===== src/rtl/aes_encipher_block.sv =====
// AES-128 encipher datapath: one block in flight, SubBytes one 32-bit word per cycle via a shared S-box.
// Latency: ready returns 51 cycles after an accepted start (1 init + NUM_ROUNDS x (4 sub + 1 mix)).
// Backpressure: none queued; next is accepted only while idle with keyReady=1, otherwise dropped.
//
// Ports:
//   clk, reset      clock, asynchronous active-high reset
//   next, keyReady  start request / key store complete; start taken when both high in IDLE
//   block           128-bit plaintext, captured on the accepted start
//   round, roundKey round-key index out, matching round key back in the same cycle
//   beforeSub       word sent to shared S-box, afterSub its substituted value (same cycle)
//   newBlock, ready ciphertext and idle flag; newBlock valid and stable while ready=1
//   err             (only with AES_ENC_BUSY_ERR_EN) one-cycle pulse after a rejected next
// Optional feature macro: AES_ENC_BUSY_ERR_EN
module aes_encipher_block #(
   parameter int NUM_ROUNDS = 10
) (
   input  logic         clk,
   input  logic         reset,
   input  logic         next,
   input  logic         keyReady,
   input  logic [127:0] block,
   output logic [3:0]   round,
   input  logic [127:0] roundKey,
   output logic [31:0]  beforeSub,
   input  logic [31:0]  afterSub,
   output logic [127:0] newBlock,
`ifdef AES_ENC_BUSY_ERR_EN
   output logic         err,
`endif
   output logic         ready
);

   typedef enum logic [1:0] {IDLE, INIT, SBOX, MAIN} state_t;

   localparam logic [3:0] LAST_ROUND = 4'(NUM_ROUNDS);

   state_t        state_q, state_d;
   logic [127:0]  data_q, data_d;
   logic [3:0]    round_q, round_d;
   logic          ready_q, ready_d;
   logic [1:0]    ctr_q, ctr_d;
`ifdef AES_ENC_BUSY_ERR_EN
   logic          err_q, err_d;
`endif

   function automatic logic [7:0] xtime(input logic [7:0] b);
      return {b[6:0], 1'b0} ^ (8'h1b & {8{b[7]}});
   endfunction

   function automatic logic [31:0] mix_col(input logic [31:0] w);
      logic [7:0] a0, a1, a2, a3;
      {a0, a1, a2, a3} = w;
      return {xtime(a0) ^ xtime(a1) ^ a1 ^ a2 ^ a3,
              a0 ^ xtime(a1) ^ xtime(a2) ^ a2 ^ a3,
              a0 ^ a1 ^ xtime(a2) ^ xtime(a3) ^ a3,
              xtime(a0) ^ a0 ^ a1 ^ a2 ^ xtime(a3)};
   endfunction

   function automatic logic [127:0] mix_columns(input logic [127:0] s);
      return {mix_col(s[127:96]), mix_col(s[95:64]), mix_col(s[63:32]), mix_col(s[31:0])};
   endfunction

   // Byte n = row (n%4) of column (n/4); byte 0 sits in [127:120].
   // Row r rotates left by r columns.
   function automatic logic [127:0] shift_rows(input logic [127:0] s);
      logic [7:0] b [16];
      for (int i = 0; i < 16; i++) b[i] = s[8*(15-i) +: 8];
      return {b[0],  b[5],  b[10], b[15],
              b[4],  b[9],  b[14], b[3],
              b[8],  b[13], b[2],  b[7],
              b[12], b[1],  b[6],  b[11]};
   endfunction

   function automatic logic [31:0] word_sel(input logic [127:0] s, input logic [1:0] idx);
      logic [31:0] w;
      case (idx)
         2'd0:    w = s[127:96];
         2'd1:    w = s[95:64];
         2'd2:    w = s[63:32];
         default: w = s[31:0];
      endcase
      return w;
   endfunction

   always_ff @(posedge clk or posedge reset) begin
      if (reset) begin
         state_q <= IDLE;
         data_q  <= '0;
         round_q <= '0;
         ready_q <= 1'b1;
         ctr_q   <= '0;
`ifdef AES_ENC_BUSY_ERR_EN
         err_q   <= 1'b0;
`endif
      end else begin
         state_q <= state_d;
         data_q  <= data_d;
         round_q <= round_d;
         ready_q <= ready_d;
         ctr_q   <= ctr_d;
`ifdef AES_ENC_BUSY_ERR_EN
         err_q   <= err_d;
`endif
      end
   end

   always_comb begin
      state_d = state_q;
      data_d  = data_q;
      round_d = round_q;
      ready_d = ready_q;
      ctr_d   = ctr_q;
`ifdef AES_ENC_BUSY_ERR_EN
      // A request seen while busy or before the keys are stored is flagged, not queued.
      err_d   = next & (~ready_q | ~keyReady);
`endif
      case (state_q)
         IDLE: begin
            if (next && keyReady) begin
               data_d  = block;
               round_d = 4'd0;
               ready_d = 1'b0;
               state_d = INIT;
            end
         end
         INIT: begin
            data_d  = data_q ^ roundKey;
            round_d = 4'd1;
            ctr_d   = 2'd0;
            state_d = SBOX;
         end
         SBOX: begin
            case (ctr_q)
               2'd0:    data_d[127:96] = afterSub;
               2'd1:    data_d[95:64]  = afterSub;
               2'd2:    data_d[63:32]  = afterSub;
               default: data_d[31:0]   = afterSub;
            endcase
            ctr_d = ctr_q + 2'd1;
            if (ctr_q == 2'd3) state_d = MAIN;
         end
         MAIN: begin
            // Final round skips MixColumns; round stays at LAST_ROUND until the next start.
            if (round_q == LAST_ROUND) begin
               data_d  = shift_rows(data_q) ^ roundKey;
               ready_d = 1'b1;
               state_d = IDLE;
            end else begin
               data_d  = mix_columns(shift_rows(data_q)) ^ roundKey;
               round_d = round_q + 4'd1;
               state_d = SBOX;
            end
         end
         default: state_d = IDLE;
      endcase
   end

   // Outside SBOX the S-box still sees word 0; its result is simply not used.
   assign beforeSub = word_sel(data_q, (state_q == SBOX) ? ctr_q : 2'd0);
   assign round     = round_q;
   assign newBlock  = data_q;
   assign ready     = ready_q;
`ifdef AES_ENC_BUSY_ERR_EN
   assign err       = err_q;
`endif

endmodule


===== config.mk =====
export PLATFORM = sky130hd
export DESIGN_NAME = aes_encipher_block
export DESIGN_NICKNAME = d
export VERILOG_FILES = /design/src/rtl/aes_encipher_block.sv
export SDC_FILE = /design/constraint.sdc
export NUM_CORES = 1
export LEC_CHECK = 0
export BUFFER_PORTS_ARGS = -buffer_cell sky130_fd_sc_hd__buf_2
export CELL_PAD_IN_SITES_DETAIL_PLACEMENT = 1
export CELL_PAD_IN_SITES_GLOBAL_PLACEMENT = 1
export CORE_ASPECT_RATIO = 0.75
export CORE_MARGIN = 2
export CORE_UTILIZATION = 39
export DETAILED_ROUTE_END_ITERATION = 6
export PLACE_DENSITY_LB_ADDON = 0.1
export SLEW_MARGIN = 20
export SYNTH_ARGS = -nofsm -noshare
export SYNTH_HDL_FRONTEND = slang
export SYNTH_SLANG_ARGS = --single-unit

===== constraint.sdc =====
create_clock -name clk -period 5.35 [get_ports clk]
set_input_delay 1.07 -clock clk [delete_from_list [all_inputs] [get_ports clk]]
set_output_delay 1.07 -clock clk [all_outputs]
set_load 0.02 [all_outputs]

; ---- Word level (Yosys, flattened, before mapping)
; Index checks and enable logic that the tools add are counted.
[op_classes]
n_addsub = 2
n_reduce_logical = 15
n_eq_ne = 17
n_mux = 20
bitwise_logic = 83
[op_table]
columns = operator, count
row1 = case mux 128 bit (4 select lines), 1
row2 = XOR 8 bit, 64
row3 = XOR 128 bit, 3
row4 = two-way mux 128 bit, 2
row5 = two-way mux 32 bit, 4
row6 = XOR 8 x 5 -> 8 bit, 16
row7 = case mux 32 bit (3 select lines), 1
row8 = case mux 4 bit (3 select lines), 1
row9 = equality test 2 bit (second input constant), 5
row10 = != test 2 bit (second input constant), 5
row11 = AND reduction 2 bit, 5
row12 = two-way mux 2 bit, 4
row13 = two-way mux 4 bit, 2
row14 = case mux 2 bit (4 select lines), 1
row15 = equality test 2 x 1 -> 1 bit (second input constant), 3
row16 = logical NOT 2 bit, 3
row17 = != test 2 x 1 -> 1 bit (second input constant), 3
row18 = AND reduction 3 bit, 2
row19 = adder 4 x 1 -> 4 bit (second input constant), 1
row20 = equality test 4 bit (second input constant), 1
row21 = case mux 2 bit (2 select lines), 1
row22 = nonzero test 2 bit, 2
row23 = nonzero test 3 bit, 1
row24 = OR reduction 3 bit, 1
row25 = other kinds (4), 5
[word_totals]
out_inout_bits = 165
inputBits = 292
reg_bits = 137

; ---- Longest topological paths before layout
; Gate-level depths: netlist of run 1.
[logic_depth]
depth_word = 8
ltp_mapped = 10
ltp_nobuf = 8

; ---- Worst setup path before layout of run 1
; OpenSTA, ideal clock, no wires.
[synth_path]
kind = register to output
startpoint = reg ctr_q[1]
endpoint = out beforeSub[31]
setup_slack_ns = 2.446
arrival_ns = 1.834
required_ns = 4.280
stages_incl_launch_ff = 6
cell_sequence = dfrtp_1 clkbuf_1 buf_1 clkbuf_1 o22ai_1 a21oi_1
[synth_via]
elab_chain_cells = 3
[synth_lines]
columns = item, line
row1 = from (decl), 41  ; logic [1:0] ctr_q, ctr_d;
row2 = from (signal assigned), 100  ; ctr_q <= ctr_d;
row3 = two-way mux 2 bit (*), 159  ; assign beforeSub = word_sel(data_q, (state_q == SBOX) ? ctr_q : 2'd0);
row4 = equality test 2 bit (tied with other cells), 76  ; case (idx)
row5 = case mux 32 bit (3 select lines) (*), 76
row6 = to (decl), 24  ; output logic [31:0] beforeSub,
; Every way passes the cells marked *; elsewhere a longest branch is shown, timed or not.

; ---- Worst setup path after layout of run 1
[layout_path]
startpoint = reg ctr_q[0]
endpoint = out beforeSub[0]
; Same word-level chain as after synthesis.

==> results of run 1 <==
state kept, by name (all words and copies together) (netlist names):
signal    count
newBlock    128
round         4
ready         1
ctr_q         2
state_q       2
cells by family after synthesis:
logic type	after synthesis	share of synthesized area, %
AOI/OAI and AO/OA	644	24.34
xor gates and xnor gates	518	33.69
and+or+nand+nor	401	10.33
buffers and inverters	299	7.579
DFF	137	21.13
muxes	30	1.997
adders and majority gates	12	0.9252
stage by stage:
| step | power (uW) | cells | instance area [um2] | worst slack [ns] | hold WS, ns |
|---|---|---|---|---|---|
| global placement | 4670 | 2835 | 18490 | 1.914 | 0.5249 |
| CTS | 5910 | 2866 | 19030 | 1.350 | 0.5312 |
| floorplan | 3666 | 2041 | 16230 | 0.6138 | 0.5256 |
| detailed placement | 4719 | 2835 | 18490 | 1.870 | 0.5210 |
| global route | 6198 | 2870 | 19040 | 1.196 | 0.5583 |
| finish | 5963 | 2871 | 19040 | 1.290 | 0.5293 |
synthesized netlist by cell type, drive strengths merged:
cell	n	area [um2]
xor2	157	1443
nor2b	3	18.77
nand3b	1	7.510
xor3	6	142.6
dfrtp	136	3403
nand2b	1	6.260
o31ai	3	22.52
a2bb2oi	1	8.760
and2	2	12.51
buf	93	456.7
nor3	8	40.04
ha	12	150.1
o21a	1	7.510
nor2	75	281.5
mux2	19	214.0
a21oi	182	910.9
o32ai	4	35.03
a32o	1	10.01
mux2i	11	110.1
xnor3	51	1149
o221ai	138	1215
xnor2	304	2734
o22ai	32	200.2
nand2	233	874.6
nand3	44	220.2
and3b	1	8.760
inv	47	176.4
dfstp	1	26.28
and3	33	206.5
a31oi	22	137.6
o211ai	37	282.8
a22o	1	8.760
o21ai	222	1111
clkbuf	159	596.8
report_power, final:
part	switching [uW]	internal, uW
logic	1710	1450
clock network	541	636
registers	481	1140
total	2740	3230
worst max path at each step:
stage | end | slack, ns | depth (start not counted)
after CTS | beforeSub[0] | 1.35 | 7
after global routing | beforeSub[0] | 1.20 | 7
final | beforeSub[0] | 1.29 | 7
after global placement | beforeSub[0] | 1.91 | 7
after floorplan | ctr_q[0] | 0.61 | 1
after detailed placement | beforeSub[0] | 1.87 | 7
worst max-delay path, stage by stage (launching register included):
cell	delay (ns)
dfrtp_1	0.42
inv_2	0.06
buf_4	0.42
nand2_1	0.60
buf_4	0.41
o22ai_1	0.17
a21oi_1	0.17
buf_2	0.25
cells in the final DEF (no fill, tap or decap), drive strengths merged, types with 24 or more instances in the layout:
cell type  count
clkbuf        24
buf          485
nand3         44
inv           47
nor2          75
xnor2        304
o221ai       138
o21ai        222
xor2         157
nand2        233
o211ai        37
o22ai         32
and3          33
a21oi        182
dfrtp        136
xnor3         51
layout make-up:
class	count	area (um2)
Fill cell	5031	21880
Multi-Input combinational cell	1605	11660
Sequential cell	137	3431
Timing Repair Buffer	485	2512
Tap cell	561	701.9
Clock buffer	24	491.7
Inverter	47	183.9
Clock inverter	7	43.79
Antenna cell	5	12.51
per-layer routing:
metal	vias up	routed length (um)	part of all wire, %
met5	-	12	0.014
met4	2	3255	3.7
met3	162	9484	11
met2	1039	37040	43
met1	8903	37280	43
li1	7589	-	-
==> impl_metrics.yaml, run 1 <==
critical_path:
  cp-end-kind: "output pin"
  critPathKind: "flop to output pin"
  r2r-end: "newBlock[76]"
  critPathLaunchType: "flop"
  worstPathArrival_ns: 2.99
  cp.required_ns: 4.28
  r2r_cells: 7
  reg2reg_slack_ns: 1.97
  cp-startpoint: "ctr_q[0]"
  path_max_fanout: 38
  rr_startpoint: "state_q[1]"
sta:
  timing.fmax_ghz: 0.2463
  finalSetupViolations: 0
  drv_slew: 0
  finalCritPeriodShare_pct: 75.89
  slew_headroom_pct: 25.20
  report.final.hold_viol_count: 0
  rsz0062_at_grt: "false"
  skew_ns: 0.01060
  worstMarginPinSlew_ns: 1.122
  min_period_ns: 4.060
  final.setup.tns_ns: 0
floorplan:
  num_rows: 64
  die-area_um2: 43280
  die_w_um: 239.5
  core_area_um2: 40920
  ioPinCount: 457
  start_util_pct: 39.66
  dieHeight_um: 180.7
yosys:
  syn_avg_cell_area_um2: 7.951
  ys_warn_count: 0
  syn_area_um2: 16230
  yosysUniqueCellTypes: 45
  ys_seq_area_share_pct: 21.13
  synth_seq_cells: 137
  syn_inst: 2041
  synth_fp_nets: 2345
power:
  p_per_area_nw_per_um2: 313.2
  cellLeakagePower_uw: 0.008460
  vdd_drop_max_mv: 0.2620
grt:
  overflow: 0
  track_usage_pct: 39.70
  met1_usage_pct: 55.64
  antenna_found_initial: 7
  busiest_layer: "met2"
  use_met2_pct: 57.39
  grt_pass1_wl_um: 123900
  grt_max_degree: 85
  first_global_vias: 17560
  gr-usage-met3_pct: 11.52
layout:
  finish.utilization_pct: 46.53
  fin_nets: 2597
  area_delta_synth_final_pct: 17.33
  drive_gt1_share_pct: 24.60
detailed_routing:
  drt_iter0_markers: 2031
  routed_via_density: 6.163
  drc: 0
  wl_per_cell_um: 30.33
  num_vias: 17700
  ant_nets: 0
  first_pass_iters: 7
  wl_um: 87080
clock_network:
  root_buffer: "clkbuf_16"
  clock_latency_ns: 0.48
  cts_tree: "done"
  postCtsSetupBuffers: 0
  hold_buffers: 0
  ctsLongestPathBuffers: 2
  htreeDepth: 4
  clk_pin_slew_ns: 0.06
  cts-buffers-inserted: 17
  cts.sinks: 137
  post_cts_resized: 0
hold_path:
  hold_end: "round[2]"
  holdPathStages: 1
  min_from: "round[2]"
  hold_path_class: "flop to flop"
placed_design:
  port_buffers: 456
  dpl.hpwl_um: 66220
  routabilityCongestion: 0.9790
outcome:
  status: "finished clean"
flow_run:
  drv_cap: 0
Note: power is estimated with default switching activity, not from simulation.
==> run 2: changes to the inputs <==
- CORE_UTILIZATION: 39 -> 35
- clock period: 5.35 -> 3.7 ns (I/O delays scaled with it)
==> impl_metrics.yaml, run 2 (same netlist as run 1, synthesis figures left out) <==
critical_path:
  cp-end-kind: "output pin"
  r2r-end: "newBlock[29]"
  path_max_fanout: 23
  crit_path_top_delay_cell: "dfrtp_1"
  crit_path_cell_trace: "inv_1 -> ha_2 -> inv_2 -> a21oi_2 -> buf_4 -> nor2_1 -> a21oi_1 -> buf_2"
  cp.required_ns: 2.96
  cp_slowest_stage_delay_ns: 0.43
  rr_startpoint: "state_q[0]"
  critPathKind: "flop to output pin"
  reg2reg_slack_ns: 0.76
  r2r_cells: 6
  cp-startpoint: "state_q[0]"
  critPathLaunchType: "flop"
  worstPathArrival_ns: 2.63
placed_design:
  port_buffers: 456
  routabilityCongestion: 0.9712
  dpl.hpwl_um: 69750
grt:
  first_global_vias: 17180
  overflow: 0
  antenna_found_initial: 9
  grt_max_degree: 77
  grt_pass1_wl_um: 126300
  track_usage_pct: 36.70
detailed_routing:
  wl_per_cell_um: 30.62
  routed_via_density: 6.003
  wl_um: 89760
  drc: 0
  num_vias: 17600
  first_pass_iters: 5
  drt_iter0_markers: 1823
  ant_nets: 0
clock_network:
  postCtsSetupBuffers: 0
  ctsLongestPathBuffers: 2
  cts-buffers-inserted: 17
  post_cts_resized: 0
  clk_pin_slew_ns: 0.07
  clock_latency_ns: 0.47
  cts.sinks: 137
  htreeDepth: 4
  hold_buffers: 0
  root_buffer: "clkbuf_16"
  cts_tree: "done"
power:
  p_per_area_nw_per_um2: 451.9
  cellLeakagePower_uw: 0.008602
  vdd_drop_max_mv: 0.3631
sta:
  finalCritPeriodShare_pct: 91.21
  drv_slew: 0
  rsz0062_at_grt: "false"
  skew_ns: 0.009388
  min_period_ns: 3.375
  worstMarginPinSlew_ns: 0.9912
  report.final.hold_viol_count: 0
  finalSetupViolations: 0
  final.setup.tns_ns: 0
  slew_headroom_pct: 33.67
  timing.fmax_ghz: 0.2963
flow_run:
  drv_cap: 0
layout:
  mostFrequentLayoutCells: "456 x buf_2, 296 x xnor2_1, 232 x nand2_1"
  drive_gt1_share_pct: 25.27
  fin_nets: 2622
  mostFrequentLayoutCell: "buf_2"
  area_delta_synth_final_pct: 19.14
  finish.utilization_pct: 42.16
  largest_register_ff_count: 128
  multiInputGateArea_um2: 11660
  filler_cell_count: 5581
  register_area_um2: 3431
hold_path:
  hold_path_class: "input port to asynchronous set/reset pin"
floorplan:
  die-area_um2: 48120
  dieHeight_um: 190.5
  core_area_um2: 45860
  start_util_pct: 35.39
  num_rows: 68
  die_w_um: 252.6
  ioPinCount: 457
outcome:
  status: "finished clean"
run 2: cell count changes in the layout (fill, tap and decap cells not counted):
cell / change
buf_4: +21
buf_12: +4
clkbuf_1: +4
bufinv_16: +1
clkinv_2: -1
clkinv_4: -1
clkinvlp_4: -1
diode_2: +1
inv_6: -1
nor2_2: +1
nor2_4: -1
run 2: through the flow:
stage / area, um2 / hold slack (ns) / cells / power, uW / worst slack, ns
floorplan: 16230 / 0.5256 / 2041 / 5301 / 1.126
global placement: 18770 / 0.5280 / 2894 / 6851 / 0.8266
detailed placement: 18770 / 0.5382 / 2894 / 6892 / 0.7075
CTS: 19320 / 0.3517 / 2926 / 8684 / 0.3385
global route: 19320 / 0.3747 / 2928 / 9088 / 0.1657
finish: 19330 / 0.3586 / 2932 / 8737 / 0.3252
run 2: worst max-delay path: cells and delay by family, from the launching register on:
family | cells | cell delay [ns]
and+or+nand+nor | 1 | 0.09
DFF | 1 | 0.43
adders and majority gates | 1 | 0.38
AOI/OAI and AO/OA | 2 | 0.30
buffers and inverters | 4 | 0.95
run 2: power by group:
group          leakage (uW)  internal [uW]  switching (uW)
Combinational       0.00674           2120            2530
Sequential          0.00159           1650             676
Clock              0.000272            994             762
Total               0.00860           4770            3970
run 2: metal layers:
layer	global-route usage [%]	share of wire, %	vias to the layer above
met3	8.572	9.6	92
met1	54.00	45	8959
met2	54.04	43	903
met5	0	0.041	-
li1	-	-	7642
met4	8.147	2.0	6
run 2: how the worst max path moves through the flow:
stage	end	slack [ns]	depth (start not counted)
global placement	newBlock[22]	0.83	6
finish	beforeSub[29]	0.33	8
global route	beforeSub[29]	0.17	8
CTS	beforeSub[29]	0.34	8
floorplan	beforeSub[31]	1.13	5
detailed placement	newBlock[6]	0.71	6
run 2: cell type report:
cell class	count	share of cell area, %
Timing Repair Buffer	510	14.22
Clock inverter	4	0.2330
Multi-Input combinational cell	1605	60.30
Sequential cell	137	17.75
Antenna cell	6	0.07766
Tap cell	595	3.851
Inverter	47	0.9449
Clock buffer	28	2.621
